### src/rtl/seg_pkg.sv
// Shared types and constants for the serial seven-segment driver.
// Combinational content only; no latency, no flow control.
// Provides the FSM state enum, the hex-to-segment table, the blank byte and the frame size.
package seg_pkg;

  typedef enum logic [2:0] {
    IDLE,
    LOAD,
    SHIFT_LO,
    SHIFT_HI,
    DONE
  } seg_state_t;

  localparam int FRAME_BITS = 64;

  localparam logic [7:0] SEG_BLANK = 8'hFF;

  // Active-low {dp,g,f,e,d,c,b,a}; element 0 is hex digit 0. Bit 7 is replaced by the dot flag.
  localparam logic [15:0][7:0] HEX_SEG = {
    8'h8E, 8'h86, 8'hA1, 8'hC6, 8'h83, 8'h88, 8'h90, 8'h80,
    8'hF8, 8'h82, 8'h92, 8'h99, 8'hB0, 8'hA4, 8'hF9, 8'hC0
  };

endpackage

### src/rtl/hex_to_seg.sv
// Decodes one hex nibble plus its decimal point into an active-low segment byte.
// Purely combinational, zero latency.
// No flow control; the output follows the inputs.
module hex_to_seg
  import seg_pkg::*;
(
  input  logic [3:0] nib,
  input  logic       dot,
  input  logic       blank,
  output logic [7:0] seg
);

  // The decimal point stays independent of blanking so a blanked digit can still show its dp.
  assign seg = {~dot, blank ? SEG_BLANK[6:0] : HEX_SEG[nib][6:0]};

endmodule

### src/rtl/seg_serial_driver.sv
// Continuously shifts a 64-bit seven-segment frame (8 hex digits) out on SEGCLK/SEGDT.
// Frame period GAP_CYCLES + 1 + 128*CLK_DIV + 1 clk cycles; dat/dot are sampled once per frame in LOAD.
// No backpressure: free-running; SEG_BLANK_LEADING_ZERO_EN blanks leading zero digits.
module seg_serial_driver
  import seg_pkg::*;
#(
  parameter int CLK_DIV    = 2,
  parameter int GAP_CYCLES = 4
) (
  input  logic        clk,
  input  logic        rst_n,
  input  logic [31:0] dat,
  input  logic [7:0]  dot,
  output logic        SEGCLK,
  output logic        SEGDT,
  output logic        SEGCLR,
  output logic        SEGEN,
  output logic        busy,
  output logic        done
);

  localparam int HW = $clog2(CLK_DIV + 1);
  localparam int GW = $clog2(GAP_CYCLES + 1);
  localparam logic [HW-1:0] HALF_LAST = HW'(CLK_DIV - 1);
  localparam logic [GW-1:0] GAP_LAST  = GW'(GAP_CYCLES - 1);
  localparam logic [5:0]    BIT_LAST  = 6'(FRAME_BITS - 1);

  seg_state_t        state;
  logic [5:0]        bitcnt;
  logic [HW-1:0]     half_cnt;
  logic [GW-1:0]     gap_cnt;
  logic [63:0]       shreg;
  logic [7:0][7:0]   seg_byte;
  logic [63:0]       frame;
  logic [7:0]        blank;

  for (genvar i = 0; i < 8; i++) begin : g_digit
`ifdef SEG_BLANK_LEADING_ZERO_EN
    // A digit blanks only when it and every digit to its left are zero; digit 0 always shows.
    if (i == 0) begin : g_lsd
      assign blank[i] = 1'b0;
    end else begin : g_upper
      assign blank[i] = ((dat >> (4 * i)) == 32'd0);
    end
`else
    assign blank[i] = 1'b0;
`endif

    hex_to_seg u_hex_to_seg (
      .nib   (dat[4*i +: 4]),
      .dot   (dot[i]),
      .blank (blank[i]),
      .seg   (seg_byte[i])
    );
  end

  assign frame = seg_byte;

  always_ff @(posedge clk or negedge rst_n) begin
    if (!rst_n) begin
      state    <= IDLE;
      bitcnt   <= '0;
      half_cnt <= '0;
      gap_cnt  <= '0;
      shreg    <= '0;
      SEGCLK   <= 1'b0;
      SEGDT    <= 1'b0;
      SEGCLR   <= 1'b0;
      SEGEN    <= 1'b0;
      busy     <= 1'b0;
      done     <= 1'b0;
    end else begin
      SEGCLR <= 1'b1;
      done   <= 1'b0;
      case (state)
        IDLE: begin
          if (gap_cnt == GAP_LAST) begin
            gap_cnt <= '0;
            busy    <= 1'b1;
            state   <= LOAD;
          end else begin
            gap_cnt <= gap_cnt + 1'b1;
          end
        end
        LOAD: begin
          shreg    <= frame;
          SEGDT    <= frame[63];
          SEGCLK   <= 1'b0;
          bitcnt   <= '0;
          half_cnt <= '0;
          state    <= SHIFT_LO;
        end
        SHIFT_LO: begin
          if (half_cnt == HALF_LAST) begin
            half_cnt <= '0;
            SEGCLK   <= 1'b1;
            state    <= SHIFT_HI;
          end else begin
            half_cnt <= half_cnt + 1'b1;
          end
        end
        SHIFT_HI: begin
          if (half_cnt == HALF_LAST) begin
            half_cnt <= '0;
            SEGCLK   <= 1'b0;
            if (bitcnt == BIT_LAST) begin
              done  <= 1'b1;
              SEGEN <= 1'b1;
              state <= DONE;
            end else begin
              // Data moves on the falling edge so it is settled well before the next rise.
              shreg  <= shreg << 1;
              SEGDT  <= shreg[62];
              bitcnt <= bitcnt + 1'b1;
              state  <= SHIFT_LO;
            end
          end else begin
            half_cnt <= half_cnt + 1'b1;
          end
        end
        DONE: begin
          busy  <= 1'b0;
          state <= IDLE;
        end
        default: begin
          busy  <= 1'b0;
          state <= IDLE;
        end
      endcase
    end
  end

endmodule

### config.mk
export PLATFORM = sky130hd
export DESIGN_NAME = seg_serial_driver
export DESIGN_NICKNAME = d
export VERILOG_FILES = /design/src/rtl/seg_pkg.sv /design/src/rtl/hex_to_seg.sv /design/src/rtl/seg_serial_driver.sv
export SDC_FILE = /design/constraint.sdc
export NUM_CORES = 1
export LEC_CHECK = 0
export BUFFER_PORTS_ARGS = -buffer_cell sky130_fd_sc_hd__buf_4
export CAP_MARGIN = 10
export CORE_ASPECT_RATIO = 1.4
export CORE_UTILIZATION = 45
export DETAILED_ROUTE_END_ITERATION = 12
export PLACE_DENSITY = 0.67
export SETUP_SLACK_MARGIN = 0.3
export SLEW_MARGIN = 20
export SYNTH_ARGS = -nofsm -noshare
export SYNTH_HDL_FRONTEND = slang
export SYNTH_SLANG_ARGS = --single-unit
export TNS_END_PERCENT = 10
### constraint.sdc
create_clock -name clk -period 2 [get_ports clk]
set_input_delay 0.1 -clock clk [delete_from_list [all_inputs] [get_ports clk]]
set_output_delay 0.1 -clock clk [all_outputs]
set_load 0.02 [all_outputs]
Word-level counts from Yosys, hierarchy flattened
Memories as Yosys holds them, arrays and structs flattened.
Cells that the tools add are included.
{"block": "totals", "ff_bits": 83, "mem_bits_ro": 1024, "output_inout_bits": 6, "memories": 8}
{"memory": "(no name shown)", "words": 16, "word_bits": 8, "read_ports": 1, "rd_clocked_by_memory_dff": 0, "wr": 0, "line_no": "hex_to_seg.sv:14", "text": "assign seg = {~dot, blank ? SEG_BLANK[6:0] : HEX_SEG[nib][6:0]};"}
{"memory": "(no name shown)", "words": 16, "word_bits": 8, "read_ports": 1, "rd_clocked_by_memory_dff": 0, "wr": 0, "line_no": "hex_to_seg.sv:14"}
{"memory": "(no name shown)", "words": 16, "word_bits": 8, "read_ports": 1, "rd_clocked_by_memory_dff": 0, "wr": 0, "line_no": "hex_to_seg.sv:14"}
{"memory": "(no name shown)", "words": 16, "word_bits": 8, "read_ports": 1, "rd_clocked_by_memory_dff": 0, "wr": 0, "line_no": "hex_to_seg.sv:14"}
{"memory": "(no name shown)", "words": 16, "word_bits": 8, "read_ports": 1, "rd_clocked_by_memory_dff": 0, "wr": 0, "line_no": "hex_to_seg.sv:14"}
{"memory": "(no name shown)", "words": 16, "word_bits": 8, "read_ports": 1, "rd_clocked_by_memory_dff": 0, "wr": 0, "line_no": "hex_to_seg.sv:14"}
{"memory": "2 more memories"}
{"block": "classes", "add_sub_neg": 3, "magnitude_cmp": 8, "eq_ne": 10, "mux": 33, "bitwise": 9, "n_reduce_logical": 11}
{"operator": "$mux 63", "n": 2}
{"operator": "$pmux 63 s2", "n": 1}
{"operator": "$mux 7", "n": 8}
{"operator": "$lt 4x5->1 const B", "n": 8}
{"operator": "$mux 3", "n": 5}
{"operator": "$mux 6", "n": 2}
{"operator": "$pmux 3 s4", "n": 1}
{"operator": "$pmux 6 s2", "n": 1}
{"operator": "$reduce_and 3->1", "n": 4}
{"operator": "$eq 3x2->1 const B", "n": 3}
{"operator": "$not 1->1", "n": 9}
{"operator": "$mux 1", "n": 8}
{"operator": "$ne 2x2->1 const B", "n": 4}
{"operator": "$add 6x1->6 const B", "n": 1}
{"operator": "$eq 6x6->1 const B", "n": 1}
{"operator": "$pmux 1 s2", "n": 2}
{"operator": "$pmux 2 s2", "n": 1}
{"operator": "$reduce_bool 2->1", "n": 2}
{"operator": "$add 3x1->3 const B", "n": 1}
{"operator": "$eq 3x1->1 const B", "n": 1}
{"operator": "$logic_not 3->1", "n": 1}
{"operator": "$pmux 1 s3", "n": 1}
{"operator": "$reduce_bool 3->1", "n": 1}
{"operator": "$reduce_or 3->1", "n": 1}
{"operator": "5 further kinds", "n": 5}

Logic depth before layout (Yosys ltp)
{"block": "logic_depth", "word_depth": 4, "ltp_mapped": 7, "ltp_nobuf": 6}

Hierarchy
Synthesis repeated with hierarchy kept, for this count alone.
{"block": "hier_totals", "cells_unflattened": 600, "area_unflattened_um2": 6447.4}
{"module": "seg_serial_driver", "instances": 1, "cells_per_inst": 312, "area_each_um2": 4028.9}
{"module": "hex_to_seg (g_digit[0].u_hex_to_seg ...)", "instances": 7, "cells_per_inst": 36, "area_each_um2": 302.8}
{"module": "hex_to_seg (g_digit[3].u_hex_to_seg)", "instances": 1, "cells_per_inst": 36, "area_each_um2": 299.0}

Least setup slack after synthesis
OpenSTA, ideal clock, no wires.
{"block": "synth_timing", "path_kind": "reg2reg", "startpoint": "register bitcnt[0]", "endpoint": "register shreg[48]", "arrival_time_ns": 1.359, "setup_slack_ns": 0.520, "path_stages_with_launch": 7, "path_buffers": 1, "period_less_slack_ns": 1.480, "path_cell_list": "dfrtp_1 ha_1 nand3_2 o221ai_4 buf_4 nor2_1 a22o_1"}
{"block": "synth_between", "elab_chain_len": 3}
{"element": "from (decl)", "line_no": "seg_serial_driver.sv:29", "text": "logic [5:0] bitcnt;"}
{"element": "from (signal assigned)", "line_no": "seg_serial_driver.sv:114", "text": "bitcnt <= bitcnt + 1'b1;"}
{"element": "$eq 6x6->1", "line_no": "seg_serial_driver.sv:106", "text": "if (bitcnt == BIT_LAST) begin"}
{"element": "$ne 2x2->1 (no line)"}
{"element": "$reduce_and 3->1 (no line)"}
{"element": "to (signal assigned)", "line_no": "seg_serial_driver.sv:86", "text": "shreg <= frame;"}
{"element": "to (signal assigned)", "line_no": "seg_serial_driver.sv:112", "text": "shreg <= shreg << 1;"}
{"element": "to (decl)", "line_no": "seg_serial_driver.sv:32", "text": "logic [63:0] shreg;"}
No other way between the ends.
A chain may end at the register's enable or synchronous reset.

Worst setup path after layout
{"block": "layout_timing", "startpoint": "register bitcnt[0]", "endpoint": "register shreg[41]"}
The elaborated chain is that of the path after synthesis.

==> metrics <==
clk_lat worst skew 0.33 ns; Achievable Freq 610 MHz; Initial Util 46.1%; Worst-Margin Slew around 0.53 ns; Tmin final approximately 1.6 ns; reg-to-reg endpoint shreg[41]; IR drop worst, VDD between 0.3 and 0.4 mV; Slew HR between 60% and 70%; Total Routing Usage GR around a fifth; combinational power share approximately 14%; EDFF count, synth 0; row cnt 48; Worst Reg2Reg Path Length in Cells 6; Max clock buf depth 2; vias per cell between 5 and 6; Leak 3.24 nW; die width between 90 and 100 µm; PortBufs 47; remaining global-route overflow 0; Mapped Nets about 730; hold depth 4; Int Power about 0.0032 W; Setup crit start kind flop; r2r setup slk about 0.36 ns; most frequent cell after synthesis nand2_1; vias after detailed routing approximately 4.6k; FF+latch area approximately 2100 µm²; die area 13100 µm²; Sink Count 83; Hold WC Path Type primary input to flop; ys async rst share 100%; Flop pwr share approximately 43%; Placer Congestion 0.815; Starting DRT DRC Count between 150 and 200; area occupied by multi-input gates 3260 µm²; Setup Viol. Count Final 0; CTS tree yes; Net Sw Power slightly above 0.001 W; TritonCTS Buffers 9; max-slew violations 0; H-tree depth 3; Worst-path clk slew 0.06 ns; met3 WL ~280 µm; Crit path required time between 2 and 2.5 ns; min-delay src dot[4]; Yosys top cell area share a little over a third; first-pass GRT wire length around 21 mm; Metal-1 WL roughly 5.5 mm; MaxCap Viol Count 0; largest net degree at the start of global routing 44; Final HPWL DP 8.36 mm; Fin Clk Skew roughly 0.0051 ns; Final Hold Fails 0; share of cells above drive strength 1 between 15 and 20%; vias in the first global route around 4.5k; outcome completed; Die H 135 µm; Residual DRC 0; clock share of power between 40% and 50%; IO Count between 40 and 50; number of distinct library cells after synthesis 45; synth cell count leaders nand2_1, dfrtp_1, nor2_1; WL final 12.4 mm; Filler cells between 1k and 1.5k; dominant cell type by area after synthesis dfrtp_1; core area ~12000 µm²; Area contributors post-synth dfrtp_1, ha_1, nand2_1; Cells after Synth approximately 640; final net count around 760; r2r startpoint bitcnt[0]; antenna violations before repair 0; RSZ-0062 raised after global routing true; fin crit share about four fifths; Antenna Cells 0; Final Core Density 54.0%; Met2 Wirelength between 6 and 7 mm; routed len/inst around 15 µm; Synth Warn # 0; CP Class flop to flop; sw frac around a quarter; Netlist Area Pre-Place ~5700 µm²; DR pass1 iterations 5; Main synth FF type dfrtp_1; pwr/cell area 642 nW/µm²; Worst Path Arrival 1.88 ns; top layer in use met4; CP Max Fanout 25; layout overhead on the synthesized area 17.2%; CTS root buffer clkbuf_16; #FFs+latches synth between 80 and 90; Endpoint, Worst Hold shreg[39]; Mapped Avg Cell Area between 8 and 9 µm²; Final TNS setup 0 ns; CP endpoint kind flop; register area share after synthesis 36.6%; Final ANT Viol Nets 0
-- cells in the final DEF, fill, tap and decap left out, types with 5 or more instances in the layout --
cell type / synthesis / final
a21oi_1: 34 / 34
o21ai_0: 18 / 18
o221ai_1: 6 / 6
buf_12: 0 / 8
nand2b_1: 22 / 22
o211ai_1: 18 / 18
o31ai_1: 29 / 27
a21o_1: 5 / 5
o21ai_1: 49 / 49
nor2b_1: 7 / 6
clkbuf_16: 0 / 10
o22ai_1: 16 / 16
ha_1: 49 / 48
nand2_1: 87 / 87
dfrtp_1: 83 / 79
nand3_1: 9 / 9
nor2_1: 53 / 53
buf_4: 12 / 53
a22o_1: 7 / 7
mux4_2: 8 / 8
mux2i_1: 26 / 26
inv_1: 33 / 33
-- how the worst max path moves through the flow --
stage,startpoint,to,slack (ns),cells past startpoint
after floorplan,bitcnt[0],shreg[48],0.52,6
after global placement,bitcnt[0],shreg[48],0.32,6
after detailed placement,state[1],shreg[40],0.24,5
after CTS,bitcnt[0],shreg[24],0.28,7
after global routing,bitcnt[0],shreg[34],0.28,6
final,bitcnt[0],shreg[41],0.36,6
-- power by group through the flow --
stage               registers (W)  clock network (W)  logic [W]
global route              0.00183            0.00194   0.000669
detailed placement        0.00185                  0   0.000592
CTS                       0.00182            0.00188   0.000597
global placement          0.00185                  0   0.000565
finish                    0.00182            0.00185   0.000594
floorplan                 0.00184                  0   0.000369
-- cell families after synthesis --
group | count (synthesis) | share of synthesized area, %
fa+ha+maj | 49 | 10.8
buf+inv | 78 | 6.59
other cells | 1 | 0.0661
flops | 83 | 36.6
simple gates | 191 | 15.3
mux | 36 | 8.16
compound gates | 200 | 22.5
-- registers in the layout, indices dropped and copies added (netlist names), 2 cells and up --
signal / flops
shreg: 63
bitcnt: 6
gap_cnt: 3
state: 3
half_cnt: 2
-- per-layer routing --
| layer | track usage (%) | vias up |
|---|---|---|
| li1 | - | 2316 |
| met1 | 23.9 | 2203 |
| met2 | 34.5 | 71 |
| met3 | 2.23 | 6 |
| met4 | 7.96 | 0 |
| met5 | 0 | - |
-- per-stage QoR --
step	instance area (µm²)	power [W]	hold WS, ns	setup slack, ns	cells
detailed placement	6140	0.00244	0.0437	0.239	801
CTS	6570	0.00429	0.0835	0.279	820
global route	6650	0.00444	0.115	0.282	825
global placement	6140	0.00241	0.0406	0.321	801
finish	6650	0.00427	0.0924	0.361	825
floorplan	5670	0.00221	-0.196	0.520	638
-- critical path: stages (launching register included) --
cell	delay [ns]
dfrtp_2	0.43
ha_4	0.19
nand3_4	0.12
o221ai_4	0.13
buf_6	0.15
bufbuf_16	0.29
o31ai_1	0.23
-- layout make-up --
| type | count | share of cell area (%) |
|---|---|---|
| clock inverters | 6 | 1.58 |
| well taps | 150 | 2.82 |
| clock buffers | 9 | 3.39 |
| repair buffers | 66 | 9.99 |
| inverters | 34 | 1.92 |
| flip-flops and latches | 83 | 31.3 |
| multi-input cells | 477 | 49.0 |
-- timing repair --
action	CTS	global route
endpoints found under the hold margin	25	0
hold buffers	1	0
buffers inserted	2	4
cloned	1	1
endpoints found under the setup margin	7	35
resized for setup	6	6
pin swaps	1	1
(Power assumes the default switching activity.)
